===== src/rtl/timer_display_driver.sv =====
// Countdown-timer display driver: sequential binary-to-BCD conversion feeding a
// 4-digit multiplexed common-anode seven-segment display with blanking and blink.
module timer_display_driver #(
    parameter int unsigned TIMER_BITS = 6,
    parameter int unsigned SCAN_DIV   = 100000,
    parameter int unsigned BLINK_DIV  = 50000000
) (
    input  logic                  clk,
    input  logic                  reset,
    input  logic [TIMER_BITS-1:0] value_in,
    input  logic                  done_in,
    input  logic                  blank_en,
    output logic [3:0]            an,
    output logic [6:0]            seg,
    output logic [15:0]           bcd_out,
    output logic                  bcd_valid
);

    localparam int unsigned SCAN_W  = (SCAN_DIV > 1)  ? $clog2(SCAN_DIV)  : 1;
    localparam int unsigned BLINK_W = (BLINK_DIV > 1) ? $clog2(BLINK_DIV) : 1;
    localparam int unsigned CNT_W   = $clog2(TIMER_BITS + 1);
    localparam int unsigned CAT_W   = 16 + TIMER_BITS;

    localparam logic [SCAN_W-1:0]  SCAN_LAST  = SCAN_W'(SCAN_DIV - 1);
    localparam logic [BLINK_W-1:0] BLINK_LAST = BLINK_W'(BLINK_DIV - 1);
    localparam logic [CNT_W-1:0]   CNT_LOAD   = CNT_W'(TIMER_BITS);
    localparam logic [6:0]         SEG_OFF    = 7'h7F;

    typedef enum logic [1:0] {
        IDLE  = 2'd0,
        SHIFT = 2'd1,
        DONE  = 2'd2
    } state_t;

    state_t                state, state_next;
    logic [TIMER_BITS-1:0] shift_reg, shift_next;
    logic [TIMER_BITS-1:0] last_value, last_next;
    logic [15:0]           scratch, scratch_next;
    logic [15:0]           bcd_next;
    logic [CNT_W-1:0]      bit_cnt, bit_cnt_next;
    logic                  bcd_valid_next;
    logic [15:0]           adjusted;
    logic [CAT_W-1:0]      shifted;

    logic [SCAN_W-1:0]     scan_cnt;
    logic [1:0]            digit_sel;
    logic [BLINK_W-1:0]    blink_cnt;
    logic                  blink_phase;

    logic [3:0]            disp_an;
    logic [6:0]            disp_seg;
    logic [3:0]            digit_val;
    logic                  lead_zero;

    function automatic logic [6:0] seg_code(input logic [3:0] d);
        logic [6:0] code;
        code = SEG_OFF;
        case (d)
            4'd0: code = 7'h40;
            4'd1: code = 7'h79;
            4'd2: code = 7'h24;
            4'd3: code = 7'h30;
            4'd4: code = 7'h19;
            4'd5: code = 7'h12;
            4'd6: code = 7'h02;
            4'd7: code = 7'h78;
            4'd8: code = 7'h00;
            4'd9: code = 7'h10;
            default: code = SEG_OFF;
        endcase
        return code;
    endfunction

    // Conversion FSM and datapath registers
    always_ff @(posedge clk or negedge reset) begin
        if (!reset) begin
            state      <= IDLE;
            shift_reg  <= '0;
            last_value <= '0;
            scratch    <= '0;
            bit_cnt    <= '0;
            bcd_out    <= '0;
            bcd_valid  <= 1'b0;
        end else begin
            state      <= state_next;
            shift_reg  <= shift_next;
            last_value <= last_next;
            scratch    <= scratch_next;
            bit_cnt    <= bit_cnt_next;
            bcd_out    <= bcd_next;
            bcd_valid  <= bcd_valid_next;
        end
    end

    // Double-dabble: value changes are only sampled in IDLE, so bcd_out never shows a partial result
    always_comb begin
        state_next     = state;
        shift_next     = shift_reg;
        last_next      = last_value;
        scratch_next   = scratch;
        bit_cnt_next   = bit_cnt;
        bcd_next       = bcd_out;
        bcd_valid_next = 1'b0;
        adjusted       = scratch;
        for (int i = 0; i < 4; i++) begin
            if (scratch[4*i +: 4] >= 4'd5) begin
                adjusted[4*i +: 4] = scratch[4*i +: 4] + 4'd3;
            end
        end
        shifted = {adjusted, shift_reg} << 1;

        case (state)
            IDLE: begin
                if (value_in != last_value) begin
                    shift_next   = value_in;
                    last_next    = value_in;
                    scratch_next = '0;
                    bit_cnt_next = CNT_LOAD;
                    state_next   = SHIFT;
                end
            end
            SHIFT: begin
                scratch_next = shifted[TIMER_BITS +: 16];
                shift_next   = shifted[TIMER_BITS-1:0];
                bit_cnt_next = bit_cnt - CNT_W'(1);
                if (bit_cnt == CNT_W'(1)) begin
                    state_next = DONE;
                end
            end
            DONE: begin
                bcd_next       = scratch;
                bcd_valid_next = 1'b1;
                state_next     = IDLE;
            end
            default: state_next = IDLE;
        endcase
    end

    // Digit scan timebase
    always_ff @(posedge clk or negedge reset) begin
        if (!reset) begin
            scan_cnt  <= '0;
            digit_sel <= 2'd0;
        end else if (scan_cnt == SCAN_LAST) begin
            scan_cnt  <= '0;
            digit_sel <= digit_sel + 2'd1;
        end else begin
            scan_cnt  <= scan_cnt + SCAN_W'(1);
        end
    end

    // Blink timebase: phase restarts visible whenever done_in is low
    always_ff @(posedge clk or negedge reset) begin
        if (!reset) begin
            blink_cnt   <= '0;
            blink_phase <= 1'b1;
        end else if (!done_in) begin
            blink_cnt   <= '0;
            blink_phase <= 1'b1;
        end else if (blink_cnt == BLINK_LAST) begin
            blink_cnt   <= '0;
            blink_phase <= ~blink_phase;
        end else begin
            blink_cnt   <= blink_cnt + BLINK_W'(1);
        end
    end

    // Gating blink with done_in lets the display recover on the very next update after done_in drops
    always_comb begin
        digit_val = bcd_out[{digit_sel, 2'b00} +: 4];
        lead_zero = (digit_sel != 2'd0) && ((bcd_out >> {digit_sel, 2'b00}) == 16'd0);
        disp_an   = 4'b1111;
        disp_seg  = SEG_OFF;
        if (blank_en) begin
            disp_an  = 4'b1111;
            disp_seg = SEG_OFF;
        end else if (done_in && !blink_phase) begin
            disp_an  = 4'b1111;
            disp_seg = SEG_OFF;
        end else if (lead_zero) begin
            disp_an  = 4'b1111;
            disp_seg = SEG_OFF;
        end else begin
            disp_an  = ~(4'b0001 << digit_sel);
            disp_seg = seg_code(digit_val);
        end
    end

    always_ff @(posedge clk or negedge reset) begin
        if (!reset) begin
            an  <= 4'b1111;
            seg <= SEG_OFF;
        end else begin
            an  <= disp_an;
            seg <= disp_seg;
        end
    end

endmodule


===== config.mk =====
export PLATFORM = sky130hd
export DESIGN_NAME = timer_display_driver
export DESIGN_NICKNAME = d
export VERILOG_FILES = /design/src/rtl/timer_display_driver.sv
export SDC_FILE = /design/constraint.sdc
export NUM_CORES = 1
export LEC_CHECK = 0
export ABC_AREA = 1
export BUFFER_PORTS_ARGS = -buffer_cell sky130_fd_sc_hd__buf_2
export CORE_ASPECT_RATIO = 0.75
export CORE_MARGIN = 4
export CORE_UTILIZATION = 49
export DETAILED_ROUTE_END_ITERATION = 8
export PLACE_DENSITY = 0.67
export SKIP_LAST_GASP = 1
export SLEW_MARGIN = 15
export SYNTH_ARGS = -nofsm -noshare
export SYNTH_HDL_FRONTEND = slang
export SYNTH_SLANG_ARGS = --single-unit

===== constraint.sdc =====
create_clock -name clk -period 2 [get_ports clk]
set_input_delay 0.1 -clock clk [delete_from_list [all_inputs] [get_ports clk]]
set_output_delay 0.1 -clock clk [all_outputs]
set_load 0.01 [all_outputs]

==> impl_metrics.toml, run 1 <==
[run_status]
status = "completed"

[power_and_ir_drop]
ir_drop_v = 0.000760
leakage_nw = 3.20
p_per_area_mw_per_mm2 = 1130

[timing]
finClkSkew_ns = 0.00724
final_hold_viol_count = 0
holdWs_ns = 0.0439
min_period_ns = 1.78
tightest_slew_ns = 0.444
setup-tns-final_ns = 0
grt_setup_unrepaired = "false"
setup_viol = 0
relSlewSlack = 0.704
min_period_over_period = 0.892
drv_slew = 0
clock.fmax_mhz = 560

[routing]
avgViaCountPerCell = 5.11
drc = 0
ant_nets = 0
first_pass_iters = 5
drt_wl_total_mm = 12.3
wire_per_inst_um = 12.7
vias = 4917
drtIter0Drc = 305

[layout]
final_area_mm2 = 0.00649
reg_top3 = "blink_cnt: 26 flops, scan_cnt: 17 flops"
nNetsFinal = 826
syn_to_final_growth_pct = 11.5
regMostFlops = "blink_cnt"
drive_gt1_frac = 0.130
largest_reg_flops = 26
final_cell_mix = "nand2_1 (204), nor2_1 (96), dfrtp_1 (94)"
fill_cells = 1106
register_area_mm2 = 0.00269
multi_input_area_mm2 = 0.00271
n_antenna_cell = 0
final_common_cell = "nand2_1"

[synthesis]
synth.cell_area_mm2 = 0.00582
synth_nets = 785
syn_inst = 754
synth_area_per_cell_um2 = 7.72
ys_types = 33
ys_seq_area_frac = 0.463
yosys_register_bits = 107
ys_warn_count = 0

[critical_path]
crit_required_ns = 2.26
cp-start-kind = "flip-flop"
slowest_delay_ns = 0.50
path_cells = "inv_2 > nand2_1 > nand3_1 > nand2_1 > ha_1 > nand4_1 > nor2_1 > nand2_2 > nand3_1"
crit_path_end_kind = "flip-flop"
cp.arrival_ns = 2.04
crit_path_max_fanout = 13
critical_path_class = "flip-flop to flip-flop"
cpMaxStageDelayCell = "dfrtp_2"
critPathTopFamily = "simple AND/OR/NAND/NOR gates"
critPathBufInv = 1

[clocking]
cts_tree = "yes"
cts_setup_buffers = 0
h-tree-depth = 3
cts.clk_slew.worst_paths_ns = 0.07
cts_root_buf = "clkbuf_16"
cts_buffers = 9
clock_sinks = 107
clock_path_buffers = 2
insertion_delay_ns = 0.35

[place]
port_buffers = 37
dp_hpwl_mm = 8.92
place_congestion = 0.916
dpl-instance-area_mm2 = 0.00619

[floorplan]
io_pins = 38
die-area_mm2 = 0.0137
coreArea_mm2 = 0.0116
start_util = 0.501
die_h_um = 102
rows = 34
die_width_um = 134

[job]
cap_violations = 0

[grt]
grt_antenna_before_repair = 0
grt_max_degree = 59
grt_overflow = 0
grt_pass1_vias = 4496
grt_pass1_wl_mm = 20.9
grtUsageTotal = 0.188

[worst_hold_path]
worstHoldPathType = "primary input to flip-flop"
==> power by group <==
| part | switching, W | total [W] | internal (W) |
|---|---|---|---|
| clock network | 0.000800 | 0.00172 | 0.000920 |
| logic | 0.00155 | 0.00248 | 0.000925 |
| registers | 0.000444 | 0.00315 | 0.00271 |
==> worst reg2reg max path, cell delays in order (launching register included) <==
cell	delay [ns]
dfrtp_2	0.50
inv_2	0.21
nand2_1	0.11
nand3_1	0.08
nand2_1	0.13
ha_1	0.25
nand4_1	0.09
nor2_1	0.05
nand2_2	0.17
nand3_1	0.11
==> synthesized netlist by cell type (all sizes together) <==
cell | number | share of area
clkbuf | 6 | 0.0039
dfrtp | 95 | 0.41
nor3b | 1 | 0.0013
nor3 | 12 | 0.012
nand4 | 6 | 0.0065
nor2 | 104 | 0.073
dfstp | 12 | 0.054
xnor2 | 4 | 0.0060
o21ai | 54 | 0.048
nor4 | 1 | 0.0022
a21boi | 1 | 0.0032
nand2 | 212 | 0.14
buf | 10 | 0.011
ha | 21 | 0.045
xor2 | 20 | 0.030
and3 | 1 | 0.0011
nand3b | 3 | 0.0045
inv | 88 | 0.057
o211ai | 1 | 0.0013
nand3 | 81 | 0.072
or2 | 1 | 0.0011
a21oi | 20 | 0.017
==> through the flow <==
step,util,std cells,worst slack (ns),power (W)
4_1_cts,0.559,962,0.111,0.00742
5_1_grt,0.559,962,0.0341,0.00798
3_5_place_dp,0.533,945,0.124,0.00567
3_3_place_gp,0.533,945,0.212,0.00555
6_report,0.559,962,0.215,0.00735
2_1_floorplan,-,754,0.509,0.00489
==> layout make-up <==
class,count,area share
Clock inverter,3,0.00347
Inverter,88,0.0509
Timing Repair Buffer,46,0.0417
Multi-Input combinational cell,543,0.417
Sequential cell,107,0.415
Tap cell,162,0.0312
Clock buffer,13,0.0401
==> metal layers <==
metal | GRT usage | part of all wire | routed length [µm]
met3 | 0.0408 | 0.052 | 641
met4 | 0.0561 | 0.014 | 172
met2 | 0.303 | 0.45 | 5540
met5 | 0 | 0 | 0
met1 | 0.258 | 0.48 | 5910
==> kinds of logic (layout without fill, tap and decap cells) <==
| logic type | after synthesis | count (layout) | synth area share |
|---|---|---|---|
| AO/OA/AOI/OAI | 76 | 76 | 0.0701 |
| XOR/XNOR | 24 | 24 | 0.0361 |
| adder cells (fa/ha/maj) | 21 | 21 | 0.0452 |
| buffers and inverters | 104 | 150 | 0.0716 |
| flip-flops | 107 | 107 | 0.463 |
| AND/OR/NAND/NOR | 422 | 422 | 0.314 |
==> path summary, 6_finish.rpt <==
path	slack [ns]	cells past startpoint	from	end
worst max-delay path	0.22	9	digit_sel[0]	seg[3]
worst min-delay path	0.04	3	value_in[0]	shift_reg[0]
worst max register to register	0.22	9	digit_sel[0]	seg[3]
worst min register to register	0.46	1	scan_cnt[0]	scan_cnt[0]
max in group asynchronous	1.11	3	reset	seg[3]
min in group asynchronous	0.18	2	reset	blink_cnt[20]
==> repair_timing <==
action,in CTS,in global routing
hold endpoints to repair,19,0
endpoints found under the setup margin,0,10
resized for setup,0,1
hold buffers,1,0
(Power assumes the default switching activity.)
==> run 2: changes to the inputs <==
clock period = 1.7 ns   (was 2 ns; I/O delays follow)
==> run 2 against run 1 <==
Against the previous run:
- hold slack lost 0.00082 ns
- first-iteration DRC count down 2.6%
- total power up 19%
==> impl_metrics.toml, run 2 (synthesized netlist as in run 1, its figures left out) <==
[clocking]
cts_buffers = 9
h-tree-depth = 3
cts_tree = "yes"
clock_path_buffers = 2
clock_sinks = 107
cts_root_buf = "clkbuf_16"
cts.clk_slew.worst_paths_ns = 0.07
insertion_delay_ns = 0.34

[place]
dp_hpwl_mm = 8.99
place_congestion = 0.869
dp_slack_ns = 0.0231
port_buffers = 37

[layout]
drive_gt1_frac = 0.150
final_common_cell = "nand2_1"
final_cell_mix = "nand2_1 (202), nor2_1 (95), dfrtp_1 (93)"
syn_to_final_growth_pct = 13.6
largest_reg_flops = 26
register_area_mm2 = 0.00270
nNetsFinal = 839
final_util = 0.569
multi_input_area_mm2 = 0.00273
fill_cells = 1097
reg_top3 = "blink_cnt: 26 flops, scan_cnt: 17 flops"
n_antenna_cell = 0
regMostFlops = "blink_cnt"

[routing]
wire_per_inst_um = 12.9
vias = 4892
drtIter0Drc = 297
avgViaCountPerCell = 5.02
drt_wl_total_mm = 12.6
first_pass_iters = 5
ant_nets = 0
drc = 0

[grt]
grtUsageTotal = 0.190
grt_pass1_wl_mm = 21.2
grt_max_degree = 108
grt_pass1_vias = 4519
grt_overflow = 0
grt_antenna_before_repair = 0

[timing]
relSlewSlack = 0.441
min_period_ns = 1.63
final_hold_viol_count = 0
setup-tns-final_ns = 0
drv_slew = 0
finClkSkew_ns = 0.00553
tightest_slew_ns = 0.837
holdWs_ns = 0.0430
min_period_over_period = 0.957
clock.fmax_mhz = 615
setup_viol = 0
timing.final.ws_setup_ns = 0.0731

[critical_path]
cp-start-kind = "flip-flop"
cp.arrival_ns = 1.88
critical_path_class = "flip-flop to flip-flop"
crit_required_ns = 1.96
crit_path_end_kind = "flip-flop"
crit_path_max_fanout = 8
regToRegSetupSlack_ns = 0.07

[floorplan]
coreArea_mm2 = 0.0116
rows = 34
die_h_um = 102
start_util = 0.501
die-area_mm2 = 0.0137
die_width_um = 134
io_pins = 38

[worst_hold_path]
worstHoldPathType = "primary input to flip-flop"

[power_and_ir_drop]
ir_drop_v = 0.00106
leakage_nw = 3.26
p_per_area_mw_per_mm2 = 1320
power_w = 0.00872

[run_status]
status = "completed"

[job]
cap_violations = 0
## run 2: cell types whose count changed in the layout (fill, tap and decap cells not counted), sizes merged
cell	delta
nand2	+1
clkinv	-1
clkbuf	-2
clkinvlp	+1
inv	+1
buf	+12
## run 2: power by group
| group | total [W] | internal (W) | switching (W) |
|---|---|---|---|
| sequential | 0.00370 | 0.00319 | 0.000516 |
| combinational | 0.00301 | 0.00115 | 0.00186 |
| clock | 0.00201 | 0.00108 | 0.000934 |
## run 2: final timing paths
| check | startpoint | cells after the start | to |
|---|---|---|---|
| worst max-delay path | digit_sel[0] | 8 | seg[1] |
| worst min-delay path | value_in[3] | 3 | last_value[3] |
| worst max register to register | digit_sel[0] | 8 | seg[1] |
| worst min register to register | blink_cnt[0] | 1 | blink_cnt[0] |
| max in group asynchronous | reset | 3 | digit_sel[0] |
| min in group asynchronous | reset | 3 | blink_cnt[16] |
## run 2: area by class of cell
| type | instances | share of cell area |
|---|---|---|
| flip-flops and latches | 107 | 0.408 |
| well taps | 162 | 0.0307 |
| clock buffers | 11 | 0.0383 |
| repair buffers | 58 | 0.0545 |
| inverters | 88 | 0.0507 |
| clock inverters | 4 | 0.00511 |
| multi-input cells | 544 | 0.413 |
## run 2: routing by layer
layer | up-vias | track usage | wire (µm)
met4 | 0 | 0.0395 | 115
li1 | 2494 | - | -
met5 | - | 0 | 0
met1 | 2301 | 0.268 | 6300
met2 | 85 | 0.304 | 5690
met3 | 12 | 0.0428 | 457
## run 2: repair_timing
item                       in CTS  in global routing
gates resized for setup         1                  8
hold buffers                    1                  0
setup endpoints to repair       1                 10
cloned                          0                  1
pin swaps                       0                  1
buffers inserted                0                  4
hold endpoints to repair       95                  0
## run 2: per-stage QoR
stage          area (µm²)  instances
3_5_place_dp         6250        953
4_1_cts              6550        969
3_3_place_gp         6250        953
6_report             6610        974
2_1_floorplan        5820        754
5_1_grt              6610        974
## run 2: worst max-delay path, cell delays in order (launching register included)
cell and delay, ns:
dfrtp_2 0.45, buf_4 0.16, buf_4 0.14, nand2_1 0.10, nand3_2 0.14, nand2_4 0.12
nand2_1 0.10, a21boi_4 0.21, nand3_1 0.11
==> run 3: changes to the inputs <==
CTS_BUF_LIST = sky130_fd_sc_hd__clkbuf_8   (was default)
==> run 3 against run 2 <==
Against the previous run:
- flip-flop and latch count did not move
- non-clock buffer count rose by 3
- setup slack improved by 0.033 ns
- global-route usage fell by 0.14 points
- clock power fell by 26%
- total power fell by 6.2%
- clock skew rose by 0.0017 ns
- combinational power barely moved
- cell count rose by 0.21%
- fmax rose by 2.1%
- register-to-register slack improved by 0.03 ns
- critical path depth rose by 1
==> impl_metrics.toml, run 3 (synthesized netlist as in run 1, its figures left out) <==
[floorplan]
io_pins = 38
coreArea_mm2 = 0.0116
die_width_um = 134
die-area_mm2 = 0.0137
die_h_um = 102
start_util = 0.501
rows = 34

[grt]
grt_antenna_before_repair = 0
grt_pass1_vias = 4484
grt_max_degree = 108
grt_pass1_wl_mm = 21.0
grtUsageTotal = 0.188
grt_overflow = 0

[critical_path]
cp.arrival_ns = 1.86
cpMaxStageDelayCell = "dfrtp_1"
critPathBufInv = 1
crit_required_ns = 1.97
cp-start-kind = "flip-flop"
crit_path_max_fanout = 8
critical_path_class = "flip-flop to flip-flop"
crit_path_end_kind = "flip-flop"
critPathTopFamily = "simple AND/OR/NAND/NOR gates"
path_cells = "ha_1 > nand3_2 > nor3_2 > nand2_1 > nor2_1 > nor2_2 > buf_4 > nand2_1 > nor2_1"
slowest_delay_ns = 0.38

[routing]
first_pass_iters = 5
drc = 0
wire_per_inst_um = 12.7
ant_nets = 0
drtIter0Drc = 290
vias = 4886
drt_wl_total_mm = 12.4
avgViaCountPerCell = 5.01

[timing]
holdWs_ns = 0.0215
min_period_over_period = 0.937
clock.fmax_mhz = 628
final_hold_viol_count = 0
tightest_slew_ns = 0.798
relSlewSlack = 0.467
drv_slew = 0
finClkSkew_ns = 0.00727
setup_viol = 0
grt_setup_unrepaired = "true"
setup-tns-final_ns = 0
min_period_ns = 1.59

[clocking]
cts_root_buf = "clkbuf_8"
clock_path_buffers = 2
cts_tree = "yes"
cts.clk_slew.worst_paths_ns = 0.10
clock_sinks = 107
h-tree-depth = 3
insertion_delay_ns = 0.37
cts_buffers = 9

[layout]
layout.cells.non_filler = 976
reg_top3 = "blink_cnt: 26 flops, scan_cnt: 17 flops"
largest_reg_flops = 26
n_antenna_cell = 0
syn_to_final_growth_pct = 12.2
drive_gt1_frac = 0.147
final_cell_mix = "nand2_1 (202), nor2_1 (96), dfrtp_1 (93)"
final_common_cell = "nand2_1"
nNetsFinal = 841
regMostFlops = "blink_cnt"

[power_and_ir_drop]
power_w = 0.00819
ir_drop_v = 0.00113
p_per_area_mw_per_mm2 = 1250
leakage_nw = 3.22

[job]
cap_violations = 0

[place]
port_buffers = 37
dp_hpwl_mm = 8.99
place_congestion = 0.869
placedCellCount = 953

[run_status]
status = "completed"

[worst_hold_path]
worstHoldPathType = "primary input to flip-flop"
run 3: worst paths after layout:
path	from	endpoint	slack (ns)	cells past startpoint
setup / recovery	blink_cnt[0]	blink_cnt[17]	0.11	9
hold / removal	value_in[1]	last_value[1]	0.02	3
setup reg to reg	blink_cnt[0]	blink_cnt[17]	0.11	9
hold reg to reg	blink_cnt[0]	blink_cnt[0]	0.47	1
max in group asynchronous	reset	digit_sel[0]	0.89	3
min in group asynchronous	reset	blink_cnt[19]	0.27	3
run 3: through the flow:
step | worst slack (ns) | area (µm²) | utilization
floorplan | 0.209 | 5820 | -
global placement | 0.0942 | 6250 | 0.539
detailed placement | 0.0231 | 6250 | 0.539
CTS | 0.0369 | 6490 | 0.559
global route | -0.00463 | 6530 | 0.562
finish | 0.106 | 6530 | 0.562
run 3: per-layer routing:
layer / GRT usage / vias up / share of wire
met1: 0.265 / 2295 / 0.50
li1: - / 2495 / -
met5: 0 / - / 0
met4: 0.0451 / 0 / 0.0077
met2: 0.298 / 87 / 0.45
met3: 0.0448 / 9 / 0.042
run 3: what timing repair did:
| action | CTS | global route |
|---|---|---|
| pin swaps | 0 | 1 |
| resized for setup | 1 | 6 |
| endpoints found under the setup margin | 2 | 10 |
| buffers inserted | 0 | 3 |
| hold endpoints to repair | 99 | 0 |
| hold buffers | 5 | 0 |
run 3: area by class of cell:
type                       instances  area, µm²
clock buffer                      11        151
fill                            1091       5090
inverter                          88        335
clock inverter                     4       33.8
sequential                       107       2700
multi-input combinational        543       2710
timing repair buffer              61        393
tap                              162        203
run 3: worst min-delay path, delay by kind of cell:
family | cells | cell delay, ns
buffers and inverters | 2 | 0.19
AOI/OAI and AO/OA | 1 | 0.09
run 3: power breakdown:
part / leakage [nW] / internal (W) / switching [W] / total, W
sequential: 1.35 / 0.00318 / 0.000518 / 0.00370
clock: 0.0924 / 0.000619 / 0.000875 / 0.00149
combinational: 1.77 / 0.00115 / 0.00184 / 0.00299
